[src/rtl/quad_tick_counter_if.sv]
`default_nettype none
// ============================================================================
// Module   : quad_tick_counter_if
// Brief    : Encoder pins, control strobes and snapshot read port.
// Revision : 1.0
// ============================================================================
interface quad_tick_counter_if #(
    parameter int N_CH   = 2,
    parameter int ADDR_W = 8
);
    logic [N_CH-1:0]   enc_a;
    logic [N_CH-1:0]   enc_b;
    logic [1:0]        mode;
    logic [N_CH-1:0]   clear;
    logic              snap;
    logic              snap_done;
    logic [ADDR_W-1:0] rd_addr;
    logic [31:0]       rd_data;

    modport master (
        output enc_a, enc_b, mode, clear, snap, rd_addr,
        input  snap_done, rd_data
    );

    modport slave (
        input  enc_a, enc_b, mode, clear, snap, rd_addr,
        output snap_done, rd_data
    );
endinterface
`default_nettype wire

[src/rtl/quad_tick_counter.sv]
`default_nettype none
// ============================================================================
// Module   : quad_tick_counter
// Brief    : Multi-channel debounced quadrature counter with snapshot read bank.
// Revision : 1.0
// ============================================================================
module quad_tick_counter #(
    parameter int N_CH        = 2,
    parameter int CNT_W       = 32,
    parameter int SYNC_STAGES = 2,
    parameter int DEB_CYCLES  = 4,
    parameter int ADDR_W      = 8
) (
    input wire clk,
    input wire reset,
    quad_tick_counter_if.slave bus
);
    localparam logic [1:0]  c_MODE_X1   = 2'b00;
    localparam logic [1:0]  c_MODE_X2   = 2'b01;
    localparam logic [1:0]  c_MODE_X4   = 2'b10;
    localparam logic [1:0]  c_MODE_HOLD = 2'b11;
    localparam logic [7:0]  c_DEB_LAST  = 8'(DEB_CYCLES - 1);
    localparam logic [31:0] c_MAGIC     = 32'h0000_C0DE;

    logic [SYNC_STAGES-1:0][N_CH-1:0] r_syncA, r_syncB;
    logic [N_CH-1:0][7:0]             r_debA, r_debB;
    logic [N_CH-1:0]                  r_filtA, r_filtB, r_prevA, r_prevB;
    logic [N_CH-1:0]                  r_primed, r_dirLast;
    logic [7:0]                       r_primeCnt;
    logic [N_CH-1:0][CNT_W-1:0]       r_count, r_shadowCount;
    logic [N_CH-1:0][15:0]            r_err, r_shadowErr;
    logic                             r_snapDone;
    logic [31:0]                      r_rdData;

    logic [N_CH-1:0] w_syncA, w_syncB;
    logic [N_CH-1:0] w_chgA, w_chgB, w_fwdA, w_fwdB;
    logic [N_CH-1:0] w_inc, w_dec, w_dbl;
    logic            w_primeNow;
    logic [ADDR_W-3:0] w_chIdx;
    logic [31:0]     w_rdNext;

    // Returns {next filtered value, next stability counter}.
    function automatic logic [8:0] f_deb(input logic synced, input logic filt,
                                         input logic [7:0] cnt);
        if (synced == filt)          return {filt, 8'd0};
        else if (cnt == c_DEB_LAST)  return {synced, 8'd0};
        else                         return {filt, cnt + 8'd1};
    endfunction

    assign w_syncA    = r_syncA[SYNC_STAGES-1];
    assign w_syncB    = r_syncB[SYNC_STAGES-1];
    assign w_primeNow = (r_primeCnt == c_DEB_LAST);

    always_ff @(posedge clk) begin
        if (reset) begin
            r_syncA    <= '0;
            r_syncB    <= '0;
            r_debA     <= '0;
            r_debB     <= '0;
            r_filtA    <= '0;
            r_filtB    <= '0;
            r_prevA    <= '0;
            r_prevB    <= '0;
            r_primed   <= '0;
            r_primeCnt <= '0;
        end else begin
            r_syncA <= {r_syncA[SYNC_STAGES-2:0], bus.enc_a};
            r_syncB <= {r_syncB[SYNC_STAGES-2:0], bus.enc_b};
            if (!w_primeNow) begin
                r_primeCnt <= r_primeCnt + 8'd1;
            end
            for (int ch = 0; ch < N_CH; ch++) begin
                if (!r_primed[ch]) begin
                    // First evaluation adopts the pin state as-is, so power-up levels never count.
                    if (w_primeNow) begin
                        r_filtA[ch]  <= w_syncA[ch];
                        r_filtB[ch]  <= w_syncB[ch];
                        r_prevA[ch]  <= w_syncA[ch];
                        r_prevB[ch]  <= w_syncB[ch];
                        r_primed[ch] <= 1'b1;
                    end
                end else begin
                    {r_filtA[ch], r_debA[ch]} <= f_deb(w_syncA[ch], r_filtA[ch], r_debA[ch]);
                    {r_filtB[ch], r_debB[ch]} <= f_deb(w_syncB[ch], r_filtB[ch], r_debB[ch]);
                    r_prevA[ch] <= r_filtA[ch];
                    r_prevB[ch] <= r_filtB[ch];
                end
            end
        end
    end

    // Forward order of {A,B} is 00->10->11->01: an A change is forward when new A differs
    // from B, a B change is forward when new B equals A.
    assign w_chgA = r_prevA ^ r_filtA;
    assign w_chgB = r_prevB ^ r_filtB;
    assign w_fwdA = r_filtA ^ r_prevB;
    assign w_fwdB = ~(r_filtB ^ r_prevA);

    always_comb begin
        w_inc = '0;
        w_dec = '0;
        w_dbl = '0;
        if (bus.mode != c_MODE_HOLD) begin
            for (int ch = 0; ch < N_CH; ch++) begin
                if (r_primed[ch]) begin
                    if (w_chgA[ch] && w_chgB[ch]) begin
                        w_dbl[ch] = 1'b1;
                    end else if (w_chgA[ch] && (bus.mode == c_MODE_X2 || bus.mode == c_MODE_X4
                                 || (bus.mode == c_MODE_X1 && r_filtA[ch]))) begin
                        w_inc[ch] = w_fwdA[ch];
                        w_dec[ch] = ~w_fwdA[ch];
                    end else if (w_chgB[ch] && bus.mode == c_MODE_X4) begin
                        w_inc[ch] = w_fwdB[ch];
                        w_dec[ch] = ~w_fwdB[ch];
                    end
                end
            end
        end
    end

    always_ff @(posedge clk) begin
        if (reset) begin
            r_count       <= '0;
            r_err         <= '0;
            r_dirLast     <= '0;
            r_shadowCount <= '0;
            r_shadowErr   <= '0;
            r_snapDone    <= 1'b0;
        end else begin
            r_snapDone <= bus.snap;
            if (bus.snap) begin
                r_shadowCount <= r_count;
                r_shadowErr   <= r_err;
            end
            for (int ch = 0; ch < N_CH; ch++) begin
                if (bus.clear[ch]) begin
                    r_count[ch] <= '0;
                    r_err[ch]   <= '0;
                end else begin
                    if (w_inc[ch])      r_count[ch] <= r_count[ch] + CNT_W'(1);
                    else if (w_dec[ch]) r_count[ch] <= r_count[ch] - CNT_W'(1);
                    if (w_dbl[ch] && r_err[ch] != 16'hFFFF) r_err[ch] <= r_err[ch] + 16'd1;
                end
                if (w_inc[ch] || w_dec[ch]) r_dirLast[ch] <= w_inc[ch];
            end
        end
    end

    assign w_chIdx = bus.rd_addr[ADDR_W-1:2];

    always_comb begin
        w_rdNext = 32'hFFFF_FFFF;
        for (int ch = 0; ch < N_CH; ch++) begin
            if (int'(w_chIdx) == ch) begin
                case (bus.rd_addr[1:0])
                    2'd0:    w_rdNext = 32'(signed'(r_shadowCount[ch]));
                    2'd1:    w_rdNext = {16'd0, r_shadowErr[ch]};
                    2'd2:    w_rdNext = {29'd0, r_primed[ch], r_dirLast[ch],
                                         r_filtA[ch] ^ r_filtB[ch]};
                    default: w_rdNext = c_MAGIC;
                endcase
            end
        end
    end

    always_ff @(posedge clk) begin
        if (reset) r_rdData <= '0;
        else       r_rdData <= w_rdNext;
    end

    assign bus.rd_data   = r_rdData;
    assign bus.snap_done = r_snapDone;
endmodule
`default_nettype wire

[src/flat_wrapper.sv]
// flat-port wrapper written by rule: the top's interface ports become plain ports
module quad_tick_counter_flat 
#(
    parameter int N_CH        = 2,
    parameter int CNT_W       = 32,
    parameter int SYNC_STAGES = 2,
    parameter int DEB_CYCLES  = 4,
    parameter int ADDR_W      = 8
)
  (clk, reset, bus_enc_a, bus_enc_b, bus_mode, bus_clear, bus_snap, bus_rd_addr, bus_snap_done, bus_rd_data);
  quad_tick_counter_if #(.N_CH(N_CH), .ADDR_W(ADDR_W)) bus_i ();
  input wire clk;
  input wire reset;
  input wire logic [$bits(bus_i.enc_a)-1:0] bus_enc_a;
  input wire logic [$bits(bus_i.enc_b)-1:0] bus_enc_b;
  input wire logic [$bits(bus_i.mode)-1:0] bus_mode;
  input wire logic [$bits(bus_i.clear)-1:0] bus_clear;
  input wire logic [$bits(bus_i.snap)-1:0] bus_snap;
  input wire logic [$bits(bus_i.rd_addr)-1:0] bus_rd_addr;
  output wire logic [$bits(bus_i.snap_done)-1:0] bus_snap_done;
  output wire logic [$bits(bus_i.rd_data)-1:0] bus_rd_data;
  assign bus_i.enc_a = bus_enc_a;
  assign bus_i.enc_b = bus_enc_b;
  assign bus_i.mode = bus_mode;
  assign bus_i.clear = bus_clear;
  assign bus_i.snap = bus_snap;
  assign bus_i.rd_addr = bus_rd_addr;
  assign bus_snap_done = bus_i.snap_done;
  assign bus_rd_data = bus_i.rd_data;
  quad_tick_counter #(.N_CH(N_CH), .CNT_W(CNT_W), .SYNC_STAGES(SYNC_STAGES), .DEB_CYCLES(DEB_CYCLES), .ADDR_W(ADDR_W)) u_core (.clk(clk), .reset(reset), .bus(bus_i));
endmodule
[config.mk]
export PLATFORM = sky130hd
export DESIGN_NAME = quad_tick_counter_flat
export DESIGN_NICKNAME = d
export VERILOG_FILES = /design/src/rtl/quad_tick_counter_if.sv /design/src/rtl/quad_tick_counter.sv /design/src/flat_wrapper.sv
export SDC_FILE = /design/constraint.sdc
export NUM_CORES = 1
export LEC_CHECK = 0
export ABC_AREA = 1
export BUFFER_PORTS_ARGS = -buffer_cell sky130_fd_sc_hd__buf_4
export CAP_MARGIN = 30
export CORE_MARGIN = 1.5
export CORE_UTILIZATION = 40
export DETAILED_ROUTE_END_ITERATION = 6
export GPL_ROUTABILITY_DRIVEN = 0
export PLACE_DENSITY_LB_ADDON = 0.25
export SLEW_MARGIN = 10
export SYNTH_ARGS = -nofsm -noshare
export SYNTH_HDL_FRONTEND = slang
export SYNTH_SLANG_ARGS = --single-unit
[constraint.sdc]
create_clock -name clk -period 6.1 [get_ports clk]
set_input_delay 1.83 -clock clk [delete_from_list [all_inputs] [get_ports clk]]
set_output_delay 1.83 -clock clk [all_outputs]
set_load 0.01 [all_outputs]
==> flow_metrics.tcl <==
set metrics [dict create \
    status "finished clean" \
    hpwl_um 32100 \
    holdPathEnd "u_core.w_syncA[0]" \
    cp_slowest_cell "buf_4" \
    slew_viol_final 0 \
    grt_max_degree 120 \
    synth_top_family_by_area "simple AND/OR/NAND/NOR gates" \
    period_needed_ns 4.61 \
    powerDensity_nw_per_um2 244 \
    worst_setup_path_start_kind "input pin" \
    worstHoldPathCells 2 \
    synth.avg_cell_area_um2 6.52 \
    finalCritPeriodShare_pct 75.5 \
    fmax_mhz 217 \
    synth_cell_types 56 \
    vias 15654 \
    placed_cell_area_um2 17100 \
    synth_edf_count 0 \
    finalHoldViolations 0 \
    synthXorXnorAreaFrac_pct 2.51 \
    synthMuxAreaShare_pct 0 \
    rsz0062_at_grt "false" \
    dieArea_um2 42000 \
    synth_compound_area_share_pct 16.7 \
    fin_tns_setup_ns 0 \
    finish.utilization_pct 45.6 \
    drv_cap 0 \
    overflow 0 \
    fin_area_um2 18200 \
    power.total_uw 4450 \
    synthSimpleGateAreaFrac_pct 29.5 \
    critPathMaxFanout 20 \
    drtIter0Drc 978 \
    ctsResizeCount 0 \
    ys_seq_area_share_pct 34.9 \
    p_clk_share_pct 46.1 \
    syn_inst 2505 \
    nNetsFinal 2614 \
    synth_top_cells_by_area "dfxtp_1 (35%), nand2_1 (14%), inv_1 (7.8%)" \
    worstReg2RegEnd "u_core.r_count[18]" \
    cts_root_buffer "clkbuf_16" \
    p_leak_uw 0.00867 \
    std_cell_rows 73 \
    die_h_um 205 \
    grt_pass1_vias 14356 \
    ir_drop_mv 0.166 \
    worst_pin_slew_ns 0.903 \
    track_usage_pct 20.7 \
    switchingPower_uw 1150 \
    dr.pass1.iters 6 \
    skew_ns 0.0102 \
    antenna_found_initial 0 \
    clock_path_buffers 3 \
    intPower_uw 3300 \
    post-route-drc-count 0 \
    io_pins 52 \
    synth-main-ff-cell "dfxtp_1" \
    cpPeakStageDelay_ns 0.40 \
    synth-async-reset-ratio_pct 0 \
    path_clk_slew_ns 0.06 \
    worstSetupPathType "in2reg" \
    path_cells "buf_4, inv_1, ha_1, inv_1, o21ai_0, nand2_1, nand2_1, nand2_1, inv_2, nand2_1, buf_4, ha_1, nand4_1, nor3_1, nand4_1, nand4_1, nand3_1, nand2_1, inv_1" \
    post_cts_buffers 0 \
    initial_utilization_pct 40.8 \
    synth_top_cell_area_share_pct 34.9 \
    netSwitchingFraction_pct 25.9 \
    min-delay-start "u_core.r_syncA[0]" \
    ff2ff_setup_slack_ns 2.64 \
    diodes 0 \
    post_drt_wl_per_cell_um 14.3 \
    grt_pass1_wl_um 71200 \
    yosysTopAreaCell "dfxtp_1" \
    htree_levels 2 \
    cp.required_ns 6.53 \
    cp-end-kind "register" \
    rr_worst_depth 15 \
    cts_tree "yes" \
    pwr-share-seq_pct 44.3 \
    final_layout_size_suffix_gt1_share_pct 6.36 \
    ctsHoldBuffers 0 \
    fp.coreArea_um2 40000 \
    synthAdderAreaFrac_pct 5.69 \
    clk_latency_ns 0.53 \
    vias_per_cell 5.10 \
    ys_seq_elements 285 \
    setup_viol 0 \
    area_growth_pct 11.7 \
    worstHoldPathType "reg2reg" \
    cts.sinks 285 \
    ys_warn_count 0 \
    slew_headroom_pct 39.8 \
    fp.dieW_um 205 \
    cp.arrival_ns 5.04 \
    combPwrFrac_pct 9.6 \
    r2r-start "u_core.r_filtB[0]" \
    wl_um 43900 \
    path_common_cell "nand2_1" \
    syn_area_um2 16300 \
    syn-num-nets 2597 \
    cts_buffers 34 \
    io_buffer_count 51 \
    drt.antenna.violating_nets 0 \
]
## cell families after synthesis
| kind of cell | count (synthesis) |
|---|---|
| AND/OR/NAND/NOR | 1167 |
| AO/OA/AOI/OAI | 497 |
| buffers and inverters | 437 |
| flip-flops | 285 |
| adder cells (fa/ha/maj) | 73 |
| XOR/XNOR | 46 |
## registers in the layout (all words and copies together), names as in the netlist, 8 cells and up
signal,cells
u_core.r_debA,16
u_core.bus.rd_data,32
u_core.r_shadowCount,64
u_core.r_err,32
u_core.r_shadowErr,32
u_core.r_primeCnt,8
u_core.r_debB,16
u_core.r_count,64
## cell usage after synthesis (3+ instances only)
master	instances
nand2_2	4
a31oi_1	13
a21boi_0	3
buf_2	15
nand2_4	3
clkbuf_1	52
inv_1	339
o21bai_1	12
o211ai_1	4
ha_1	71
o21ai_1	10
a22oi_1	3
nor3_2	3
nor2_1	325
a311oi_1	16
a32oi_1	4
xor2_1	29
nor3_1	45
dfxtp_1	285
buf_1	5
nor2_2	4
o21a_1	3
o21ai_0	197
o22ai_1	4
buf_6	6
and3_1	5
nor4_1	6
inv_2	9
or2_2	4
a22o_1	7
a211oi_1	4
nor3b_1	3
nand2_1	606
nand3_1	126
a21oi_1	208
xnor2_1	16
clkinv_1	4
buf_4	5
nand4_1	25
## layout make-up
class	count	area, um^2
clock buffers	47	991
clock inverters	14	149
fillers	4134	21800
inverters	353	1330
multi-input cells	1783	8890
flip-flops and latches	285	5710
well taps	525	657
repair buffers	65	520
## placed cells by master (no fill, tap or decap), types with 5 or more instances in the layout
cell type  count
nand4_1       25
nor4_1         6
nor3_1        45
buf_4         63
clkinv_2       9
xnor2_1       16
a21oi_1      208
ha_1          71
dfxtp_1      285
nand2_1      606
inv_1        338
a31oi_1       13
a22o_1         7
o21ai_1       10
inv_2         11
clkbuf_1       5
a311oi_1      16
o21bai_1      12
clkbuf_8       7
nor2_1       323
clkbuf_16     35
nor2_2         6
o21ai_0      197
nand3_1      126
and3_1         5
xor2_1        29
## through the flow
step / std cells / hold slack [ns] / worst slack [ns]
after detailed placement: 3010 / 0.398 / 1.00
after global routing: 3072 / 0.415 / 1.05
final: 3072 / 0.403 / 1.49
after CTS: 3071 / 0.407 / 1.55
after global placement: 3009 / 0.398 / 0.952
after floorplan: 2505 / 0.388 / 1.03
## worst max-delay path by stage
| stage | from | to | cells after the start |
|---|---|---|---|
| detailed placement | bus_mode[0] | u_core.r_count[18] | 19 |
| global route | bus_mode[0] | u_core.r_count[16] | 21 |
| finish | bus_mode[0] | u_core.r_count[18] | 19 |
| floorplan | bus_mode[0] | u_core.r_count[63] | 21 |
| CTS | bus_mode[0] | u_core.r_count[18] | 19 |
| global placement | bus_mode[0] | u_core.r_count[18] | 19 |
## critical path, delay by kind of cell
| family | cells | cell delay (ns) |
|---|---|---|
| simple gates | 10 | 1.73 |
| fa+ha+maj | 2 | 0.55 |
| buf+inv | 6 | 0.72 |
| compound gates | 1 | 0.19 |
## power groups by stage
stage | logic (uW) | clock network [uW] | registers [uW]
6_report | 426 | 2050 | 1970
5_1_grt | 483 | 2170 | 1970
4_1_cts | 424 | 2100 | 1970
3_5_place_dp | 422 | 0 | 2010
3_3_place_gp | 415 | 0 | 2010
2_1_floorplan | 315 | 0 | 1990
## metal layers
| layer | share of wire [%] | GRT usage [%] | up-vias |
|---|---|---|---|
| met3 | 5.1 | 3.44 | 75 |
| met5 | 0 | 0 | - |
| met2 | 45 | 33.4 | 307 |
| li1 | - | - | 8129 |
| met1 | 48 | 28.0 | 7143 |
| met4 | 2.7 | 6.88 | 0 |
Note: power is estimated with default switching activity, not from simulation.
